$ cat src/rtl/ads127l1x_frame_scheduler.sv
// ads127l1x_frame_scheduler: streams each ADS127L1x TDM frame as one AXI-Stream beat per enabled channel.
// Optional frame header beat: define ADS127L1X_FRAME_HEADER_EN.
module ads127l1x_frame_scheduler #(
   parameter int BITS_PER_PACKET = 24,
   parameter int CHANNEL_COUNT   = 8,
   parameter int OUT_WIDTH       = 32
) (
   input  logic                                     clk,
   input  logic                                     rst_n,
   input  logic                                     adc_data_ready,
   input  logic [CHANNEL_COUNT*BITS_PER_PACKET-1:0] ch_packets,
   input  logic [CHANNEL_COUNT-1:0]                 ch_enable,
   input  logic                                     enable,
   output logic [OUT_WIDTH-1:0]                     m_tdata,
   output logic                                     m_tvalid,
   input  logic                                     m_tready,
   output logic                                     m_tlast,
   output logic                                     busy,
   output logic [15:0]                              frame_count,
   output logic [15:0]                              overrun_count
);
   localparam int PW = CHANNEL_COUNT * BITS_PER_PACKET;

`ifdef ADS127L1X_FRAME_HEADER_EN
   typedef enum logic [1:0] {IDLE, SEND, HDR} state_t;
`else
   typedef enum logic [1:0] {IDLE, SEND} state_t;
`endif

   state_t                   state_q;
   logic                     s1_q, s2_q, s3_q;
   logic [PW-1:0]            buf_q;
   logic [CHANNEL_COUNT-1:0] pend_q, pend_d;
   logic [OUT_WIDTH-1:0]     tdata_q;
   logic                     tvalid_q, tlast_q;
   logic [15:0]              fc_q, oc_q;
   logic                     rdy_rise, capture, fire;

   // Beat for the lowest pending channel: index nibble on top, packet at the bottom.
   function automatic logic [OUT_WIDTH-1:0] beat_data(input logic [CHANNEL_COUNT-1:0] mask,
                                                      input logic [PW-1:0] pk);
      logic [OUT_WIDTH-1:0] d;
      logic [3:0]           idx;
      idx = '0;
      for (int i = CHANNEL_COUNT - 1; i >= 0; i--)
         if (mask[i]) idx = 4'(i);
      d = '0;
      d[BITS_PER_PACKET-1:0] = pk[int'(idx)*BITS_PER_PACKET +: BITS_PER_PACKET];
      d[OUT_WIDTH-1 -: 4]    = idx;
      return d;
   endfunction

   function automatic logic one_left(input logic [CHANNEL_COUNT-1:0] mask);
      return $countones(mask) == 1;
   endfunction

`ifdef ADS127L1X_FRAME_HEADER_EN
   function automatic logic [OUT_WIDTH-1:0] hdr_data(input logic [15:0] fc);
      logic [OUT_WIDTH-1:0] d;
      d = '0;
      d[15:0]             = fc;
      d[OUT_WIDTH-1 -: 4] = 4'hF;
      return d;
   endfunction
`endif

   // Handshake qualifiers; pend_d drops the lowest set bit (the channel being sent).
   always_comb begin
      rdy_rise = s2_q & ~s3_q;
      capture  = (state_q == IDLE) & rdy_rise & enable & (|ch_enable);
      fire     = tvalid_q & m_tready;
      pend_d   = pend_q & (pend_q - CHANNEL_COUNT'(1));
   end

   // Two-flop synchronizer for data_ready plus a history flop for edge detection.
   always_ff @(posedge clk or negedge rst_n) begin
      if (!rst_n) begin
         s1_q <= 1'b0;
         s2_q <= 1'b0;
         s3_q <= 1'b0;
      end else begin
         s1_q <= adc_data_ready;
         s2_q <= s1_q;
         s3_q <= s2_q;
      end
   end

   // Frame FSM: snapshot on capture, then one registered beat per pending channel.
   always_ff @(posedge clk or negedge rst_n) begin
      if (!rst_n) begin
         state_q  <= IDLE;
         buf_q    <= '0;
         pend_q   <= '0;
         tdata_q  <= '0;
         tvalid_q <= 1'b0;
         tlast_q  <= 1'b0;
         fc_q     <= '0;
         oc_q     <= '0;
      end else begin
         if (rdy_rise && state_q != IDLE && oc_q != 16'hFFFF) oc_q <= oc_q + 16'd1;
         case (state_q)
            IDLE: if (capture) begin
               buf_q    <= ch_packets;
               pend_q   <= ch_enable;
               fc_q     <= fc_q + 16'd1;
               tvalid_q <= 1'b1;
`ifdef ADS127L1X_FRAME_HEADER_EN
               state_q  <= HDR;
               tdata_q  <= hdr_data(fc_q);
               tlast_q  <= 1'b0;
`else
               state_q  <= SEND;
               tdata_q  <= beat_data(ch_enable, ch_packets);
               tlast_q  <= one_left(ch_enable);
`endif
            end
`ifdef ADS127L1X_FRAME_HEADER_EN
            HDR: if (fire) begin
               state_q <= SEND;
               tdata_q <= beat_data(pend_q, buf_q);
               tlast_q <= one_left(pend_q);
            end
`endif
            SEND: if (fire) begin
               pend_q  <= pend_d;
               tdata_q <= (pend_d == '0) ? '0 : beat_data(pend_d, buf_q);
               tlast_q <= one_left(pend_d);
               if (pend_d == '0) begin
                  state_q  <= IDLE;
                  tvalid_q <= 1'b0;
               end
            end
            default: state_q <= IDLE;
         endcase
      end
   end

   assign m_tdata       = tdata_q;
   assign m_tvalid      = tvalid_q;
   assign m_tlast       = tlast_q;
   assign busy          = state_q != IDLE;
   assign frame_count   = fc_q;
   assign overrun_count = oc_q;
endmodule
$ cat config.mk
export PLATFORM = sky130hd
export DESIGN_NAME = ads127l1x_frame_scheduler
export DESIGN_NICKNAME = d
export VERILOG_FILES = /design/src/rtl/ads127l1x_frame_scheduler.sv
export SDC_FILE = /design/constraint.sdc
export NUM_CORES = 1
export LEC_CHECK = 0
export CORE_MARGIN = 3
export CORE_UTILIZATION = 40
export DETAILED_ROUTE_END_ITERATION = 6
export DONT_BUFFER_PORTS = 1
export REMOVE_ABC_BUFFERS = 1
export SYNTH_ARGS = -nofsm -noshare
export SYNTH_HDL_FRONTEND = slang
export SYNTH_SLANG_ARGS = --single-unit
$ cat constraint.sdc
create_clock -name clk -period 7.55 [get_ports clk]
set_input_delay 1.1325 -clock clk [delete_from_list [all_inputs] [get_ports clk]]
set_output_delay 1.1325 -clock clk [all_outputs]
set_load 0.02 [all_outputs]
==> key figures, run 1 <==
Logic synthesis
  – Top cells by count, synth: dfrtp_1, mux2_2, a21oi_1
  – EDFF count, synth: 0
  – Post-synth cell types: 67
  – Cell area after synthesis: ~13000 sq um
  – Fraction of registers with async set/reset: 1.00
  – Average size of a mapped cell: roughly 12 sq um
  – Yosys reg bits: 251
  – Synth Warn #: 0
  – Area contributors post-synth: dfrtp_1, mux2_2, mux4_2, mux2i_1, a21oi_1
  – Syn Inst Count: approximately 1200
  – Synth area leader: dfrtp_1
  – Sequential element share of the synthesized area: 0.467
  – Post-synth top area share: 0.467
  – Ys flop type: dfrtp_1
  – Count leader, synth: dfrtp_1

Setup path
  – Most frequent CP cell: fa_1
  – CP max stage cell: or4_1
  – Worst setup EP type: flop
  – Worst R2R Start: pend_q[0]
  – Crit path max-delay family: adder cells
  – Type of the worst setup path: flop to flop
  – Crit path launch type: flop
  – R2R cell count: 12
  – R2r endpoint: m_tlast
  – R2r setup slk: 3.55 ns
  – CP cell instances: or4_1 > o21ai_0 > fa_1 > fa_1 > inv_1 > ha_1 > inv_1 > fa_1 > a2111oi_0 > a21oi_1 > o32a_1 > a21oi_1
  – Worst path required time: around 8.0 ns
  – Crit-path max cell delay: 0.70 ns
  – Crit path max fanout: 11
  – CP startpoint: pend_q[0]
  – Critical path arrival: roughly 4.5 ns
  – Crit path buffers/inverters: 2

CTS
  – H-tree levels: 1
  – Number of buffers added for setup after CTS: 0
  – Root buffer cell: clkbuf_16
  – Hold Buf Count CTS: 0
  – Post-CTS sizing: 0
  – Number of buffers created by CTS: 30
  – Clk pin slew, worst setup/hold paths: ~0.060 ns
  – CTS tree: yes
  – Clk_lat worst skew: ~0.57 ns
  – CTS Buffer Depth: 3
  – Sink Count: between 200 and 300

Detailed routing
  – Detailed-router iteration count before antenna repair: 5
  – Final wirelength: 39700 um
  – Initial drt markers: about 520
  – Via/cell ratio: 5.91
  – Via count: between 9000 and 10000
  – Wirelength per Cell: 25.0 um
  – DRC: 0
  – DRT antenna net count: 0

Global routing
  – Vias in the first global route: 9941
  – First-pass GRT wire length: slightly above 60000 um
  – GRT Total Usage: 0.220
  – Largest net degree at the start of global routing: approximately 250
  – Total global routing overflow: 0
  – Antenna violations before repair: 0

Pwr
  – Psw: ~2.7 mW
  – Sequential share of power: 0.366
  – Clock share of power: 0.217
  – PD cells: 454 nW/um^2
  – Leak: approximately 6.1 nW
  – Switching share of power: 0.398
  – Max IR drop VDD: roughly 0.34 mV
  – Combinational share of power: 0.417
  – Internal Power: slightly above 4 mW

STA
  – Hold Slack: approximately 0.25 ns
  – Setup-failing EPs final: 0
  – Max Clk Rate: ~250 MHz
  – Slew @ Worst Pin: approximately 1.2 ns
  – Clock Skews: between 0.015 and 0.02 ns
  – Final-report max-slew violation count: 0
  – Fin crit period: 4.00 ns
  – Slew HR: 0.212
  – Fin. Hold Viols: 0
  – Period utilization: 0.530
  – RSZ-0062 raised after global routing: false

Finish
  – N_diodes: 0
  – Area grow syn2layout: 10.3%
  – Design Area, Final: approximately 15000 sq um
  – Share of layout cells above drive strength 1: 0.270
  – Finished Layout Cells: 1590
  – Layout Nets: approximately 1300

Hold path
  – Class of the most critical hold timing path: input port to asynchronous set/reset pin

Placement
  – DP HPWL: 26100 um
  – Placed cell area: around 14000 sq um
  – Port buffer count: 0
  – Post-Place Cells: approximately 1500
  – Final Wtd Congestion: 0.795

Floorplan
  – Die area: between 30000 and 40000 sq um
  – Cell row count: 66
  – Initial core utilization: 0.410
  – Core Area: about 33000 sq um
  – Ports: 272
  – Die Span X: between 150 and 200 um
  – Die height: ~190 um

Run
  – MaxCap Viol Count: 0

Run status
  – Status: completed
-- registers in the layout, summed over array words and instances (netlist names) --
register and flops:
s2_q 1, m_tdata 27, state_q 1, pend_q 8, frame_count 16, buf_q 179
m_tlast 1, overrun_count 16, s3_q 1, s1_q 1
-- area by class of cell --
cell class,instances,area (sq um)
flip-flops and latches,251,6280
inverters,45,169
clock inverters,13,116
multi-input cells,780,6690
clock buffers,43,910
fillers,3092,18000
well taps,442,553
repair buffers,16,120
-- cell families after synthesis --
group / synth area share
AO/OA/AOI/OAI: 0.123
flip-flops: 0.467
AND/OR/NAND/NOR: 0.0692
XOR/XNOR: 0.0189
adder cells (fa/ha/maj): 0.0204
other: 0.000279
buffers and inverters: 0.0423
multiplexers: 0.259
-- worst max-delay path by stage --
stage	end	slack, ns	cells past startpoint
floorplan	m_tdata[10]	-0.02	8
global route	m_tlast	3.32	12
detailed placement	m_tlast	3.26	12
CTS	m_tlast	3.54	12
finish	m_tlast	3.55	12
global placement	m_tlast	3.33	12
-- routing by layer --
layer,GRT usage,vias to the layer above,share of wire
met2,0.354,355,0.46
met1,0.284,4747,0.41
met5,0,-,0
li1,-,4230,-
met3,0.0867,57,0.10
met4,0.0412,0,0.019
-- power groups by stage --
stage	clock, mW	combinational [mW]	sequential [mW]
after floorplan	0	2.02	2.38
after global placement	0	2.75	2.47
after detailed placement	0	2.82	2.49
after CTS	1.50	2.83	2.47
after global routing	1.55	3.09	2.56
final	1.46	2.81	2.47
-- through the flow --
step | power [mW] | utilization | worst slack (ns) | setup TNS (ns)
after floorplan | 4.40 | - | -0.0172 | -0.0688
after global placement | 5.22 | 0.420 | 3.33 | 0
after detailed placement | 5.31 | 0.420 | 3.26 | 0
after CTS | 6.80 | 0.452 | 3.54 | 0
after global routing | 7.20 | 0.452 | 3.32 | 0
final | 6.74 | 0.452 | 3.55 | 0
-- placed cells by master, fill, tap and decap left out, types with 5 or more instances in the layout --
cell / netlist / final
dfrtp_1: 251 / 250
mux2_2: 187 / 187
a21oi_1: 69 / 69
mux2i_1: 68 / 68
nand2_1: 60 / 60
nor2_1: 53 / 52
inv_1: 45 / 45
nand3_1: 39 / 39
mux4_2: 31 / 31
clkbuf_16: 0 / 30
o21ai_0: 30 / 27
o22ai_1: 26 / 26
a32oi_1: 22 / 22
xnor2_1: 17 / 17
o31ai_1: 17 / 17
o221ai_1: 17 / 17
buf_4: 11 / 16
xor2_1: 12 / 12
clkbuf_8: 0 / 11
nand4_1: 10 / 10
a21o_1: 11 / 10
ha_1: 10 / 10
a31oi_1: 9 / 8
fa_1: 7 / 7
and3_1: 6 / 6
o21ai_1: 6 / 6
clkinv_2: 0 / 6
o21ai_2: 2 / 5
conb_1: 1 / 5
(Power assumes the default switching activity.)
==> inputs of run 2 (changes only) <==
clock period = 3.9 ns   (was 7.55 ns; I/O delays follow)
==> run 2 against run 1 <==
The flow now finishes with violations (negative hold slack). First-iteration DRC count decreased by 6.4%. Non-clock buffer count increased by 18. Register-to-register slack got worse by 3.3 ns. Sequential share of layout area decreased by 0.35 points. Flip-flop and latch count unchanged. Worst setup slack got worse by 3.3 ns. Highest routed layer is now met5.
==> key figures, run 2 (same netlist as run 1, synthesis figures left out) <==
Floorplan
  – Ports: roughly 270
  – Core Area: about 33000 sq um
  – Cell row count: 66
  – Die Span X: 189 um
  – Die area: 35900 sq um
  – Die height: ~190 um
  – Initial core utilization: 0.410

STA
  – Slew HR: 0.241
  – Setup-failing EPs final: 0
  – Fin. Hold Viols: between 200 and 300
  – Final-report max-slew violation count: 0
  – RSZ-0062 raised after global routing: false
  – Period utilization: 0.938
  – Fin crit period: 3.66 ns
  – Slew @ Worst Pin: 1.14 ns
  – Max Clk Rate: ~270 MHz
  – Final Worst Setup Slack: 0.242 ns
  – Clock Skews: approximately 0.013 ns
  – Hold Slack: -0.296 ns

Detailed routing
  – DRC: 0
  – Top routing layer used: met5
  – Metal3 WL: roughly 4200 um
  – Final wirelength: slightly below 40000 um
  – Via count: 9416
  – Via/cell ratio: approximately 5.9
  – Wirelength per Cell: 24.6 um
  – Initial drt markers: 485
  – DRT met1 WL: between 15000 and 20000 um
  – Routed wire length on met2: between 15000 and 20000 um
  – DRT antenna net count: 0
  – Detailed-router iteration count before antenna repair: 5

CTS
  – Clk pin slew, worst setup/hold paths: around 0.06 ns
  – Root buffer cell: clkbuf_16
  – CTS Buffer Depth: 3
  – H-tree levels: 1
  – Clk_lat worst skew: between 0.5 and 0.6 ns
  – Sink Count: 251
  – CTS tree: yes
  – Number of buffers created by CTS: 29

Finish
  – N_diodes: 0
  – Area grow syn2layout: 11.2%
  – Share of layout cells above drive strength 1: 0.277
  – Highest-count cells in the layout ignoring fill and taps: dfrtp_1, mux2_2, a21oi_1
  – Max FFs per register: 179
  – Layout Nets: about 1400
  – Commonest non-fill, non-tap cell in the layout: dfrtp_1
  – Top reg by flops: buf_q

Setup path
  – Worst setup EP type: flop
  – R2r endpoint: m_tlast
  – Crit path launch type: flop
  – Critical path arrival: roughly 4.2 ns
  – R2R cell count: 15
  – Worst path required time: between 4 and 5 ns
  – R2r setup slk: roughly 0.24 ns
  – Type of the worst setup path: flop to flop
  – Worst R2R Start: pend_q[1]
  – Crit path max fanout: 11

Placement
  – Port buffer count: 0
  – Pre-CTS WS: 0.169 ns
  – Final Wtd Congestion: between 0.8 and 0.9
  – DP HPWL: 26200 um

Global routing
  – Total global routing overflow: 0
  – Vias in the first global route: approximately 10000
  – Largest net degree at the start of global routing: 252
  – GRT Total Usage: 0.218
  – Antenna violations before repair: 1
  – First-pass GRT wire length: around 60000 um

Pwr
  – PD cells: slightly below 900 nW/um^2
  – Leak: approximately 6.2 nW
  – Tot Pwr: between 10 and 15 mW
  – Max IR drop VDD: around 0.47 mV

Run
  – MaxCap Viol Count: 0

Run status
  – Failing checks: negative hold slack
  – Status: finished with violations

Hold path
  – Class of the most critical hold timing path: input port to asynchronous set/reset pin
[run 2: report_power, final]
group | total (mW) | internal, mW | switching (mW)
combinational | 5.54 | 2.51 | 3.03
clock | 2.86 | 1.75 | 1.11
sequential | 4.76 | 3.78 | 0.983
[run 2: timing repair]
| item | 4_1_cts | 5_1_grt |
|---|---|---|
| endpoints found under the setup margin | 0 | 1 |
| resized for setup | 0 | 5 |
| endpoints found under the hold margin | 251 | 251 |
| buffers inserted | 0 | 2 |
[run 2: per-stage QoR]
step	std cells	cell area [sq um]	util	TNS (ns)	hold WS [ns]
after floorplan	1076	13100	-	-539.61	0.289
after global placement	1550	13900	0.424	0	0.297
after detailed placement	1550	13900	0.424	0	0.297
after CTS	1602	14900	0.455	0	-0.317
after global routing	1604	15000	0.456	0	-0.331
final	1604	15000	0.456	0	-0.296
[run 2: worst max-delay path, stage by stage (launching register included)]
cell and delay (ns):
dfrtp_2 0.49, or3_1 0.35, nand2_1 0.09, inv_1 0.06
ha_1 0.26, inv_1 0.05, fa_1 0.50, fa_1 0.49
inv_1 0.07, ha_1 0.18, inv_1 0.06, fa_1 0.39
a2111oi_2 0.21, a21oi_1 0.07, o32a_1 0.18, a21oi_1 0.14
[run 2: layout make-up]
type                       count  area [sq um]
clock buffer                  42           835
multi-input combinational    780          6700
tap                          442           553
clock inverter                10           165
inverter                      45           169
fill                        3073         17900
timing repair buffer          34           268
sequential                   251          6280
[run 2: how the worst max path moves through the flow]
| stage | start | end | slack (ns) | cells past startpoint |
|---|---|---|---|---|
| after CTS | pend_q[2] | m_tlast | 0.14 | 15 |
| final | pend_q[1] | m_tlast | 0.24 | 15 |
| after floorplan | state_q[0] | m_tdata[10] | -3.28 | 6 |
| after global placement | ch_enable[0] | m_tlast | 0.22 | 12 |
| after detailed placement | pend_q[2] | m_tlast | 0.17 | 15 |
| after global routing | pend_q[1] | m_tlast | 0.02 | 15 |
[run 2: layer usage]
metal | global-route usage | vias to the layer above
li1 | - | 4264
met1 | 0.283 | 4725
met2 | 0.349 | 360
met3 | 0.0791 | 65
met4 | 0.0540 | 2
met5 | 0 | -
==> inputs of run 3 (changes only) <==
clock period = 4 ns   (was 3.9 ns; I/O delays follow)
==> run 3 against run 2 <==
The run still ends with negative hold slack left. Via count grew 0.25%. Sequential power down 3%. Final cell count did not move. Global-route usage is 0.085 points lower.
==> key figures, run 3 (same netlist as run 1, synthesis figures left out) <==
Run status
  – Status: finished with violations
  – Failing checks: negative hold slack

Finish
  – Number of fill cells: slightly above 3000
  – Area grow syn2layout: 11.2%
  – Finished Layout Cells: about 1600
  – Share of layout cells above drive strength 1: 0.278
  – Highest-count cells in the layout ignoring fill and taps: dfrtp_1, mux2_2, a21oi_1
  – N_diodes: 0
  – Max FFs per register: 179
  – Multi-input logic area: approximately 6700 sq um
  – Commonest non-fill, non-tap cell in the layout: dfrtp_1
  – Layout Nets: around 1400
  – Reg area: around 6300 sq um
  – Top reg by flops: buf_q

Placement
  – Port buffer count: 0
  – Final Wtd Congestion: 0.803
  – DP HPWL: 26200 um
  – Post-Place Cells: around 1600

Global routing
  – First-pass GRT wire length: just over 60000 um
  – GRT Total Usage: 0.217
  – Antenna violations before repair: 1
  – Largest net degree at the start of global routing: 252
  – Vias in the first global route: approximately 10000
  – Total global routing overflow: 0

Detailed routing
  – Initial drt markers: 470
  – DRT antenna net count: 0
  – DRC: 0
  – Via count: roughly 9400
  – Wirelength per Cell: ~25 um
  – Detailed-router iteration count before antenna repair: 5
  – Via/cell ratio: 5.89
  – Final wirelength: slightly below 40000 um

STA
  – Slew @ Worst Pin: approximately 0.99 ns
  – Max Clk Rate: ~260 MHz
  – Fin. Hold Viols: 251
  – Final-report max-slew violation count: 0
  – Setup TNS: 0 ns
  – Slew HR: 0.333
  – Setup-failing EPs final: 0
  – Clock Skews: 0.0222 ns
  – Period utilization: 0.948
  – Hold Slack: -0.287 ns
  – Fin crit period: approximately 3.8 ns

Floorplan
  – Die Span X: approximately 190 um
  – Ports: roughly 270
  – Die height: about 190 um
  – Die area: 35900 sq um
  – Initial core utilization: 0.410
  – Core Area: about 33000 sq um
  – Cell row count: 66

Setup path
  – R2R cell count: 15
  – CP max stage cell: fa_1
  – Worst path required time: roughly 4.5 ns
  – Worst setup EP type: flop
  – Crit path launch type: flop
  – Crit-path max cell delay: around 0.51 ns
  – Crit. path cell count: 15
  – Critical path arrival: between 4 and 5 ns
  – Crit path max-delay family: adder cells
  – Most frequent CP cell: inv_1
  – CP cell instances: or3_1 > nand2_1 > inv_1 > ha_1 > inv_1 > fa_1 > fa_1 > inv_1 > ha_1 > inv_1 > fa_1 > a2111oi_2 > a21oi_1 > o32a_1 > a21oi_1
  – Crit path max fanout: 9
  – Crit path buffers/inverters: 4
  – Type of the worst setup path: flop to flop

Pwr
  – Psw: 5.03 mW
  – Switching share of power: 0.393
  – Leak: around 6.2 nW
  – Clock share of power: 0.216
  – Combinational share of power: 0.421
  – Sequential share of power: 0.363
  – PD cells: around 850 nW/um^2
  – Max IR drop VDD: roughly 0.53 mV
  – Internal Power: approximately 8 mW

CTS
  – Root buffer cell: clkbuf_16
  – Clk pin slew, worst setup/hold paths: around 0.06 ns
  – CTS Buffer Depth: 3
  – CTS tree: yes
  – Number of buffers added for setup after CTS: 0
  – Number of buffers created by CTS: 29
  – H-tree levels: 1
  – Clk_lat worst skew: between 0.5 and 0.6 ns
  – Sink Count: 251

Run
  – MaxCap Viol Count: 0

Hold path
  – Class of the most critical hold timing path: input port to asynchronous set/reset pin
-- run 3: cell types whose count changed in the layout (fill, tap and decap cells not counted) --
| cell | before | now |
|---|---|---|
| buf_4 | 33 | 30 |
| clkbuf_1 | 7 | 5 |
| clkinvlp_4 | 0 | 2 |
| buf_12 | 1 | 2 |
| bufinv_16 | 4 | 3 |
| clkbuf_8 | 6 | 7 |
| clkinv_2 | 5 | 6 |
| clkinv_4 | 0 | 1 |
| dfrtp_1 | 248 | 249 |
| dfrtp_2 | 3 | 2 |
-- run 3: power by group through the flow --
stage	logic [mW]	clock network, mW	registers, mW
2_1_floorplan	3.81	0	4.50
3_3_place_gp	5.29	0	4.64
3_5_place_dp	5.41	0	4.68
4_1_cts	5.42	2.84	4.64
5_1_grt	5.92	2.95	4.79
6_report	5.39	2.77	4.64
-- run 3: final cells by class --
| type | count | area share |
|---|---|---|
| timing repair buffer | 32 | 0.0177 |
| inverter | 45 | 0.0113 |
| multi-input combinational | 780 | 0.447 |
| sequential | 251 | 0.420 |
| clock inverter | 13 | 0.0109 |
| clock buffer | 41 | 0.0562 |
| tap | 442 | 0.0369 |
-- run 3: path summary, 6_finish.rpt --
| path | start | end | slack (ns) |
|---|---|---|---|
| worst max-delay path | pend_q[2] | m_tlast | 0.21 |
| worst min-delay path | rst_n | frame_count[8] | -0.29 |
| worst max register to register | pend_q[2] | m_tlast | 0.21 |
| worst min register to register | s1_q | s2_q | 0.36 |
| max in group asynchronous | rst_n | overrun_count[10] | 3.91 |
| min in group clk | adc_data_ready | s1_q | 0.06 |
-- run 3: metal layers --
layer  wire length [um]  track usage  vias to the layer above
li1                   -            -                     4256
met1              16300        0.279                     4783
met2              18400        0.351                      338
met3               4020       0.0791                       63
met4                892       0.0535                        0
met5                  0      0.00549                        -
-- run 3: through the flow --
stage | power (mW) | instance area, sq um | hold WS, ns | setup slack (ns) | utilization
finish | 12.8 | 15000 | -0.287 | 0.210 | 0.456
detailed placement | 10.1 | 14000 | 0.312 | 0.211 | 0.425
CTS | 12.9 | 15000 | -0.316 | 0.177 | 0.455
global placement | 9.93 | 14000 | 0.311 | 0.309 | 0.425
global route | 13.7 | 15000 | -0.326 | -0.0215 | 0.456
floorplan | 8.31 | 13100 | 0.304 | -3.18 | -
-- run 3: repair_timing --
action,4_1_cts,5_1_grt
endpoints found under the setup margin,0,1
endpoints found under the hold margin,251,251
resized for setup,0,4
